--- src/rtl/uart_cmd_parser.sv ---
// Command framer behind the UART receiver. It assembles 6-byte frames (sync, opcode, address,
// data hi, data lo, XOR checksum) and issues one-cycle register read/write requests or an error pulse.
module uart_cmd_parser #(
    parameter logic [7:0] SYNC_BYTE      = 8'hA5,
    parameter logic [7:0] OP_WRITE       = 8'h01,
    parameter logic [7:0] OP_READ        = 8'h02,
    parameter int         TIMEOUT_CYCLES = 1_000_000
) (
    input  logic        clk,
    input  logic        reset,
    input  logic [7:0]  rx_byte,
    input  logic        rx_valid,
    output logic        wr_en,
    output logic        rd_en,
    output logic [7:0]  addr,
    output logic [15:0] wdata,
    output logic        frame_err,
    output logic [1:0]  err_code,
    output logic        busy
);

    localparam int               CNT_W    = $clog2(TIMEOUT_CYCLES);
    localparam logic [CNT_W-1:0] CNT_LAST = CNT_W'(TIMEOUT_CYCLES - 1);

    localparam logic [1:0] ERR_CHECKSUM = 2'b01;
    localparam logic [1:0] ERR_OPCODE   = 2'b10;
    localparam logic [1:0] ERR_TIMEOUT  = 2'b11;

    typedef enum logic [2:0] {IDLE, CMD, ADDR, DHI, DLO, CHK} state_t;

    state_t           state;
    logic             rx_valid_q;
    logic             byte_stb;
    logic [CNT_W-1:0] idle_cnt;
    logic             is_write;
    logic [7:0]       chk;
    logic [7:0]       addr_sh;
    logic [7:0]       dhi_sh;
    logic [7:0]       dlo_sh;

    assign byte_stb = rx_valid & ~rx_valid_q;
    assign busy     = (state != IDLE);

    always_ff @(posedge clk) begin
        if (reset) begin
            state      <= IDLE;
            // NOTE: rx_valid_q resets to 1 so a level held high through reset is not taken as a new byte.
            rx_valid_q <= 1'b1;
            idle_cnt   <= '0;
            is_write   <= 1'b0;
            chk        <= '0;
            addr_sh    <= '0;
            dhi_sh     <= '0;
            dlo_sh     <= '0;
            wr_en      <= 1'b0;
            rd_en      <= 1'b0;
            frame_err  <= 1'b0;
            err_code   <= 2'b00;
            addr       <= '0;
            wdata      <= '0;
        end else begin
            // NOTE: all state here uses non-blocking assignments so every read sees the pre-edge value.
            rx_valid_q <= rx_valid;
            wr_en      <= 1'b0;
            rd_en      <= 1'b0;
            frame_err  <= 1'b0;

            if (state == IDLE || byte_stb)
                idle_cnt <= '0;
            else
                idle_cnt <= idle_cnt + 1'b1;

            if (byte_stb) begin
                case (state)
                    IDLE: begin
                        if (rx_byte == SYNC_BYTE)
                            state <= CMD;
                    end
                    CMD: begin
                        if (rx_byte == OP_WRITE || rx_byte == OP_READ) begin
                            is_write <= (rx_byte == OP_WRITE);
                            chk      <= rx_byte;
                            state    <= ADDR;
                        end else begin
                            frame_err <= 1'b1;
                            err_code  <= ERR_OPCODE;
                            state     <= IDLE;
                        end
                    end
                    ADDR: begin
                        addr_sh <= rx_byte;
                        chk     <= chk ^ rx_byte;
                        state   <= DHI;
                    end
                    DHI: begin
                        dhi_sh <= rx_byte;
                        chk    <= chk ^ rx_byte;
                        state  <= DLO;
                    end
                    DLO: begin
                        dlo_sh <= rx_byte;
                        chk    <= chk ^ rx_byte;
                        state  <= CHK;
                    end
                    CHK: begin
                        if (rx_byte == chk) begin
                            addr <= addr_sh;
                            if (is_write) begin
                                wdata <= {dhi_sh, dlo_sh};
                                wr_en <= 1'b1;
                            end else begin
                                rd_en <= 1'b1;
                            end
                        end else begin
                            frame_err <= 1'b1;
                            err_code  <= ERR_CHECKSUM;
                        end
                        state <= IDLE;
                    end
                    default: state <= IDLE;
                endcase
            end else if (state != IDLE && idle_cnt == CNT_LAST) begin
                // A strobe in the same cycle takes the branch above, so a late byte beats the timeout.
                frame_err <= 1'b1;
                err_code  <= ERR_TIMEOUT;
                state     <= IDLE;
            end
        end
    end

endmodule

--- config.mk ---
export PLATFORM = sky130hd
export DESIGN_NAME = uart_cmd_parser
export DESIGN_NICKNAME = d
export VERILOG_FILES = /design/src/rtl/uart_cmd_parser.sv
export SDC_FILE = /design/constraint.sdc
export NUM_CORES = 1
export LEC_CHECK = 0
export ABC_AREA = 1
export BUFFER_PORTS_ARGS = -buffer_cell sky130_fd_sc_hd__buf_2
export CAP_MARGIN = 15
export CORE_MARGIN = 5
export CORE_UTILIZATION = 50
export DETAILED_ROUTE_END_ITERATION = 16
export GPL_TIMING_DRIVEN = 0
export PLACE_DENSITY = 0.7
export SKIP_CTS_REPAIR_TIMING = 1
export SLEW_MARGIN = 20
export SYNTH_ARGS = -nofsm -noshare
export SYNTH_HDL_FRONTEND = slang
export SYNTH_SLANG_ARGS = --single-unit
export TNS_END_PERCENT = 100
--- constraint.sdc ---
create_clock -name clk -period 1.7 [get_ports clk]
set_clock_uncertainty 0.05 [all_clocks]
set_input_delay 0.17 -clock clk [delete_from_list [all_inputs] [get_ports clk]]
set_output_delay 0.17 -clock clk [all_outputs]
set_load 0.05 [all_outputs]
; ---- Word level (Yosys, flattened, before mapping)
; Cells that the tools add are included.
[op_classes]
addsub = 1
multipliers = 0
n_div = 0
magnitude_cmp = 0
n_eq_ne = 15
shifts = 0
n_mux = 19
n_bitwise = 6
n_reduce_logical = 19
[ops]
columns = op, count
row1 = "20-bit by 1-bit adder with 20-bit output, second input constant", 1
row2 = "20-bit equality test, second input constant", 1
row3 = 8-bit one-hot mux with 2 select lines, 1
row4 = 3-bit one-hot mux with 5 select lines, 1
row5 = 2-bit 2-to-1 mux, 5
row6 = 3-bit 2-to-1 mux, 3
row7 = 3-bit AND reduction, 3
row8 = "8-bit by 1-bit equality test with 1-bit output, second input constant", 1
row9 = "8-bit by 2-bit equality test with 1-bit output, second input constant", 1
row10 = 8-bit equality test, 1
row11 = "8-bit equality test, second input constant", 1
row12 = 8-bit 2-to-1 mux, 1
row13 = 2-bit AND reduction, 4
row14 = 4-bit AND reduction, 2
row15 = 8-bit XOR, 1
row16 = "3-bit by 2-bit equality test with 1-bit output, second input constant", 2
row17 = "3-bit equality test, second input constant", 2
row18 = 1-bit 2-to-1 mux, 6
row19 = "3-bit != test, second input constant", 2
row20 = 1-bit NOT, 4
row21 = 2-bit one-hot mux with 2 select lines, 1
row22 = 2-bit nonzero test, 2
row23 = 4-bit OR reduction, 1
row24 = "3-bit by 1-bit equality test with 1-bit output, second input constant", 1
row25 = other kinds (11), 12
[word_totals]
ff_bits = 86
latchBits = 0
ramBits = 0
romBits = 0
inputBits = 11
out_inout_bits = 30
elab_cells = 74
mem_count = 0

; ---- Logic depth before layout (Yosys ltp)
; Gate-level depths: netlist of run 1.
[logic_depth]
ltp_word = 5
depth_mapped = 11

; ---- Worst setup path before layout of run 1
; OpenSTA, ideal clock, no wires.
[synth_timing]
path_type = register -> register
startpoint = register state[0]
endpoint = register idle_cnt[14]
setup_ns = 0.132
arrival_time_ns = 1.483
t_required_ns = 1.518
slack_ns = 0.036
stages_incl_launch_ff = 6
n_path_buf = 1
period_less_slack_ns = 1.664
cell_sequence = dfxtp_1 > nor2_1 > nand2_1 > nand3_1 > clkbuf_1 > nor3_1
[synth_between]
elab_chain_cells = 3
[synth_rtl]
columns = element, line
row1 = "start, declared", 31  ; state_t state;
row2 = "start signal, assigned", 46  ; state <= IDLE;
row3 = "start signal, assigned", 77  ; state <= CMD;
row4 = "start signal, assigned", 83  ; state <= ADDR;
row5 = 3-bit zero test, 68  ; if (state == IDLE || byte_stb)
row6 = 1-bit logical OR, 68
row7 = 2-bit OR reduction (no line), -
row8 = "end signal, assigned", 71  ; idle_cnt <= idle_cnt + 1'b1;
row9 = "end, declared", 34  ; logic [CNT_W-1:0] idle_cnt;
; Every way passes these cells.
; A chain may end at the register's enable or synchronous reset.

; ---- Worst setup path after layout of run 1
[layout_timing]
startpoint = register rx_valid_q
endpoint = register frame_err
[layout_between]
elab_chain_cells = 3
[layout_rtl]
columns = element, line
row1 = "start, declared", 32  ; logic rx_valid_q;
row2 = "start signal, assigned", 63  ; rx_valid_q <= rx_valid;
row3 = 1-bit NOT, 41  ; assign byte_stb = rx_valid & ~rx_valid_q;
row4 = 1-bit AND, 41
row5 = 1-bit 2-to-1 mux, 73  ; if (byte_stb) begin
row6 = "end signal, assigned", 57  ; frame_err <= 1'b0;
row7 = "end signal, assigned", 66  ; frame_err <= 1'b0;
row8 = "end signal, assigned", 85  ; frame_err <= 1'b1;
row9 = "end, declared", 17  ; output logic frame_err,
; Every way passes these cells.

==> results.py, run 1 <==
metrics = {
    "worst_setup_path": {
        "r2r-start": "rx_valid_q$_SDFF_PP1_",
        "crit_chain": "or2_1, buf_6, nor2_4, nand3_2, buf_2, nand4_1, inv_1",
        "critPathMaxFanout": 10,
        "startpoint_type": "flop",
        "worst_setup_path_end_kind": "flop",
        "cp.arrival_ns": 1.84,
        "critPathKind": "reg2reg",
        "r2r_cells": 7,
        "rrSetupSlack_ns": 0.06,
        "max_stage_delay_ns": 0.30,
        "setup.worst_path.start": "rx_valid_q$_SDFF_PP1_",
        "crit_family": "simple AND/OR/NAND/NOR gates",
        "cp_slowest_cell": "dfxtp_1",
        "required_ns": 1.90,
        "critPathBufInv": 3,
        "r2r-end": "frame_err$_SDFF_PP0_",
    },
    "clock_tree": {
        "cts.sinks": 86,
        "cts_max_path_buffers": 2,
        "root_buffer": "clkbuf_8",
        "cts.clk_slew.worst_paths_ns": 0.09,
        "cts_made_buffers": 9,
        "htreeDepth": 3,
        "worstSkewPairLatency_ns": 0.35,
        "cts_tree": "built",
    },
    "power_and_ir_drop": {
        "pwr_density_cell_nw_per_um2": 876,
        "leakagePower_nw": 1.88,
        "vdd_drop_max_mv": 0.415,
    },
    "logic_synthesis": {
        "ys_types": 31,
        "syn-cell-area_um2": 3620,
        "seq_area_frac_synth_pct": 47.5,
        "avgSynthCellArea_um2": 7.29,
        "synth_top_area_share_pct": 47.5,
        "synth_largest_area_cell": "dfxtp_1",
        "postSynthCellCount": 497,
        "ys_top_cells_by_area": "dfxtp_1 (47%), nand2_1 (9.1%), nor2_1 (8.7%)",
        "syn_nets": 509,
        "ys_ff_latch": 86,
        "yosys_warnings": 0,
    },
    "sta": {
        "fin_tns_setup_ns": 0,
        "timing.hold.ws_ns": 0.0196,
        "hold_viol": 0,
        "rsz0062_at_grt": "yes",
        "timing.final.crit_share_pct": 96.5,
        "fin_crit_ns": 1.64,
        "slew-limit-headroom_pct": 67.7,
        "slew_violations": 0,
        "setup_viol": 0,
        "max_freq_mhz": 610,
        "worstMarginPinSlew_ns": 0.484,
    },
    "job": {
        "max_cap_violations": 0,
    },
    "floorplanning": {
        "ios": 41,
        "fp.dieW_um": 95.1,
        "dieArea_um2": 9050,
        "core_um2": 7140,
        "die_height_um": 95.1,
        "row_count": 31,
        "initial_core_util_pct": 50.8,
    },
    "placed_design": {
        "numPortBuffers": 40,
        "place.gp.congestion": 0.882,
        "hpwl_um": 5710,
    },
    "worst_hold_path": {
        "min_path_cells": 2,
        "worstHoldPathType": "in2reg",
        "holdPathEnd": "state[1]$_SDFFE_PP0P_",
        "hold_path_startpoint": "reset",
    },
    "global_routing": {
        "grt_pass1_wl_um": 13200,
        "antenna_found_initial": 0,
        "grt_max_degree": 16,
        "groute.usage.overall_pct": 18.2,
        "first_global_vias": 2951,
        "grt_remaining_overflow": 0,
    },
    "final_layout": {
        "drive_gt1_share_pct": 18.4,
        "fin_util_pct": 60.5,
        "syn_to_final_growth_pct": 19.1,
        "final_nets": 568,
        "antenna_cells": 0,
    },
    "detailed_routing": {
        "vias_per_cell": 5.03,
        "antenna_left": 0,
        "num_vias": 3320,
        "wl_per_cell_um": 12.7,
        "drc": 0,
        "drt_pass1_iterations": 5,
        "drt_wl_total_um": 8350,
        "drtIter0Drc": 191,
    },
    "status": {
        "outcome": "finished clean",
    },
}
[area by class of cell]
cell class / instances / area [um^2]
Sequential cell: 86 / 1730
Clock buffer: 10 / 128
Inverter: 61 / 231
Clock inverter: 6 / 92.6
Timing Repair Buffer: 47 / 259
Buffer: 16 / 98.8
Tap cell: 99 / 124
Fill cell: 703 / 2820
Multi-Input combinational cell: 335 / 1650
[synthesized netlist by cell type]
cell type and number:
or2_1 1, o21bai_1 1, nor3_1 7, buf_6 1, o21ai_0 61, nand2_2 1, nand2_1 88, a21oi_1 48
nor3_4 2, clkinv_2 1, clkbuf_1 8, xor2_1 1, a31oi_1 4, a211oi_1 1, nand4_1 8, inv_2 6
inv_1 54, xnor2_1 7, nor3b_1 2, clkbuf_2 1, o211ai_2 1, nand3_2 1, nor2_4 2, nand4_4 1
nor2_2 3, dfxtp_1 86, buf_2 3, buf_4 3, nor2_1 84, ha_1 1, nand3_1 9
[registers in the layout, summed over array words and instances, names as in the netlist, 2 cells and up]
register	count
dhi_sh	8
chk	8
addr	8
idle_cnt	20
wdata	16
addr_sh	8
dlo_sh	8
state	3
err_code	2
[per-stage QoR]
step	area (um^2)	instances	power, mW	setup slack (ns)
3_5_place_dp	3950	636	2.21	-0.0942
6_report	4320	660	3.78	0.0603
3_3_place_gp	3950	636	2.21	-0.0599
4_1_cts	4170	652	3.80	-0.105
5_1_grt	4320	660	3.89	-0.0794
2_1_floorplan	3620	497	2.16	0.0356
[worst max-delay path by stage]
| stage | end | slack (ns) | cells past startpoint |
|---|---|---|---|
| finish | frame_err$_SDFF_PP0_ | 0.06 | 7 |
| global route | frame_err$_SDFF_PP0_ | -0.08 | 7 |
| CTS | idle_cnt[16]$_SDFF_PP0_ | -0.10 | 9 |
| detailed placement | idle_cnt[16]$_SDFF_PP0_ | -0.09 | 9 |
| global placement | idle_cnt[16]$_SDFF_PP0_ | -0.06 | 9 |
| floorplan | idle_cnt[14]$_SDFF_PP0_ | 0.04 | 5 |
[placed cells by master (no fill, tap or decap), types with 2 or more instances in the layout]
| cell | synthesis | final |
|---|---|---|
| o21ai_0 | 61 | 59 |
| inv_2 | 6 | 6 |
| nor2_4 | 2 | 5 |
| clkinvlp_4 | 0 | 2 |
| nand2_2 | 1 | 2 |
| o21ai_1 | 0 | 2 |
| nand4_1 | 8 | 8 |
| nand3_1 | 9 | 8 |
| nor2_1 | 84 | 77 |
| a21oi_1 | 48 | 48 |
| nand3_2 | 1 | 2 |
| clkbuf_8 | 0 | 9 |
| nor3_4 | 2 | 2 |
| buf_2 | 3 | 43 |
| buf_6 | 1 | 5 |
| inv_1 | 54 | 54 |
| nand2_1 | 88 | 87 |
| xnor2_1 | 7 | 7 |
| clkbuf_1 | 8 | 8 |
| inv_6 | 0 | 2 |
| dfxtp_2 | 0 | 3 |
| a31oi_1 | 4 | 4 |
| nor3_1 | 7 | 7 |
| bufinv_16 | 0 | 2 |
| buf_4 | 3 | 6 |
| nor2_2 | 3 | 7 |
| nor3b_1 | 2 | 2 |
| dfxtp_1 | 86 | 82 |
[cells by family after synthesis]
family                   share of synthesized area [%]
AO/OA/AOI/OAI                                     16.5
flip-flops                                        47.5
AND/OR/NAND/NOR                                   25.1
adder cells (fa/ha/maj)                          0.345
buffers and inverters                             8.66
XOR/XNOR                                          1.93
[layer usage]
metal | vias up | wire length, um | global-route usage [%]
li1 | 1713 | - | -
met5 | - | 0 | 0
met2 | 73 | 3940 | 30.3
met3 | 13 | 418 | 3.79
met1 | 1521 | 3890 | 23.9
met4 | 0 | 108 | 4.93
[where the power goes]
part | internal, mW | switching (mW) | total [mW] | leakage, nW
sequential | 2.01 | 0.00152 | 2.02 | 0.695
combinational | 0.0442 | 0.111 | 0.155 | 1.08
clock | 0.839 | 0.770 | 1.61 | 0.104
total | 2.90 | 0.882 | 3.78 | 1.88
No activity file was read; power rests on OpenSTA's default activity.
==> run 2, diff against run 1 <==
--- a/config.mk
+++ b/config.mk
@@ -14,3 +14,3 @@
 export GPL_TIMING_DRIVEN = 0
-export PLACE_DENSITY = 0.7
+export PLACE_DENSITY = 0.73
 export SKIP_CTS_REPAIR_TIMING = 1
==> constraint.sdc (replaced) <==
create_clock -name clk -period 1.4 [get_ports clk]
set_clock_uncertainty 0.05 [all_clocks]
set_input_delay 0.21 -clock clk [delete_from_list [all_inputs] [get_ports clk]]
set_output_delay 0.21 -clock clk [all_outputs]
set_load 0.05 [all_outputs]
==> results.py, run 2 (same netlist as run 1, synthesis figures left out) <==
metrics = {
    "sta": {
        "rsz0062_at_grt": "yes",
        "slew-limit-headroom_pct": 50.7,
        "max_freq_mhz": 614,
        "setup_viol": 85,
        "timing.hold.ws_ns": 0.0908,
        "hold_viol": 0,
        "slew_violations": 0,
        "worstMarginPinSlew_ns": 0.740,
        "worst_slack_ns": -0.228,
        "timing.final.crit_share_pct": 116,
        "fin_crit_ns": 1.63,
    },
    "clock_tree": {
        "htreeDepth": 3,
        "root_buffer": "clkbuf_8",
        "worstSkewPairLatency_ns": 0.37,
        "cts.sinks": 86,
        "cts_max_path_buffers": 2,
        "cts_made_buffers": 9,
        "cts.clk_slew.worst_paths_ns": 0.09,
        "cts_tree": "built",
    },
    "placed_design": {
        "hpwl_um": 5800,
        "dp_worst_setup_slack_ns": -0.377,
        "numPortBuffers": 40,
        "place.gp.congestion": 0.840,
    },
    "final_layout": {
        "layout_commonest_cell": "dfxtp_1",
        "drive_gt1_share_pct": 49.5,
        "reg_top3": "idle_cnt (20), wdata (16)",
        "syn_to_final_growth_pct": 50.5,
        "multi_input_area_um2": 2250,
        "n_fill_cell": 453,
        "largest_reg_flops": 20,
        "antenna_cells": 0,
        "mostFrequentLayoutCells": "dfxtp_1 (68), nand2_1 (61), nor2_1 (54), inv_1 (43), buf_2 (40)",
        "top_register": "idle_cnt",
        "fin_util_pct": 76.4,
        "regArea_um2": 1760,
        "final_nets": 611,
    },
    "status": {
        "outcome": "finished with violations",
        "violations": "setup timing",
    },
    "detailed_routing": {
        "drc": 0,
        "antenna_left": 0,
        "wl_per_cell_um": 16.8,
        "vias_per_cell": 5.55,
        "num_vias": 3904,
        "drt_pass1_iterations": 6,
        "drtIter0Drc": 392,
        "drt_wl_total_um": 11800,
    },
    "job": {
        "max_cap_violations": 0,
    },
    "power_and_ir_drop": {
        "vdd_drop_max_mv": 0.654,
        "power_mw": 4.53,
        "leakagePower_nw": 2.24,
        "pwr_density_cell_nw_per_um2": 831,
    },
    "floorplanning": {
        "ios": 41,
        "initial_core_util_pct": 50.8,
        "row_count": 31,
        "core_um2": 7140,
        "dieArea_um2": 9050,
        "fp.dieW_um": 95.1,
        "die_height_um": 95.1,
    },
    "worst_setup_path": {
        "critPathMaxFanout": 7,
        "cp.arrival_ns": 1.87,
        "critPathKind": "reg2reg",
        "startpoint_type": "flop",
        "required_ns": 1.64,
        "worst_setup_path_end_kind": "flop",
    },
    "global_routing": {
        "antenna_found_initial": 0,
        "grt_max_degree": 15,
        "grt_remaining_overflow": 0,
        "groute.usage.overall_pct": 18.3,
        "first_global_vias": 2905,
        "grt_pass1_wl_um": 12900,
    },
    "worst_hold_path": {
        "worstHoldPathType": "in2reg",
    },
}
==> run 2: changes by cell type in the layout (fill, tap and decap cells not counted), sizes merged <==
cell	previous run	this run
buf	54	97
clkbuf	18	20
bufinv	2	1
clkinv	0	1
clkinvlp	2	1
inv	63	62
nand3	10	11
nand4	10	9
==> run 2: path summary, 6_finish.rpt <==
kind,end,slack [ns],start,cells after the start
max,chk[0]$_SDFFE_PP0P_,-0.23,state[0]$_SDFFE_PP0P_,8
min,state[2]$_SDFFE_PP0P_,0.09,reset,2
max reg2reg,chk[0]$_SDFFE_PP0P_,-0.23,state[0]$_SDFFE_PP0P_,8
min reg2reg,addr[5]$_SDFFE_PP0P_,0.41,addr[5]$_SDFFE_PP0P_,2
==> run 2: metal layers <==
layer	track usage, %	wire length, um	up-vias
met1	23.5	4790	1867
li1	-	-	1809
met5	0	0	-
met4	8.41	417	0
met3	4.10	756	50
met2	29.2	5830	178
==> run 2: cell type report <==
type / count / area share, %
buffer: 16 / 2.50
clock buffer: 12 / 2.66
clock inverter: 4 / 1.01
inverter: 61 / 4.43
multi-input combinational: 335 / 41.2
sequential: 86 / 32.3
tap: 99 / 2.27
timing repair buffer: 90 / 13.7
==> run 2: worst max-delay path, cell delays in order (launching register included) <==
cell and delay [ns]:
dfxtp_4 0.42, inv_4 0.05, nor2_4 0.10, buf_6 0.12, nand2_4 0.07, o211ai_4 0.35
buf_6 0.18, nor2_1 0.05, nor2_1 0.14
==> run 2: where the power goes <==
group | internal, mW | total, mW | switching (mW)
Combinational | 0.0952 | 0.285 | 0.190
Sequential | 2.44 | 2.44 | 0.00248
Clock | 0.885 | 1.81 | 0.923
Total | 3.42 | 4.53 | 1.12
==> run 2: stage by stage <==
stage / instance area (um^2) / TNS (ns) / cells
CTS: 4210 / -10.05 / 652
global placement: 4010 / -13.25 / 636
finish: 5450 / -11.09 / 703
detailed placement: 4010 / -14.14 / 636
floorplan: 3680 / -0.0670 / 497
global route: 5450 / -15.67 / 703
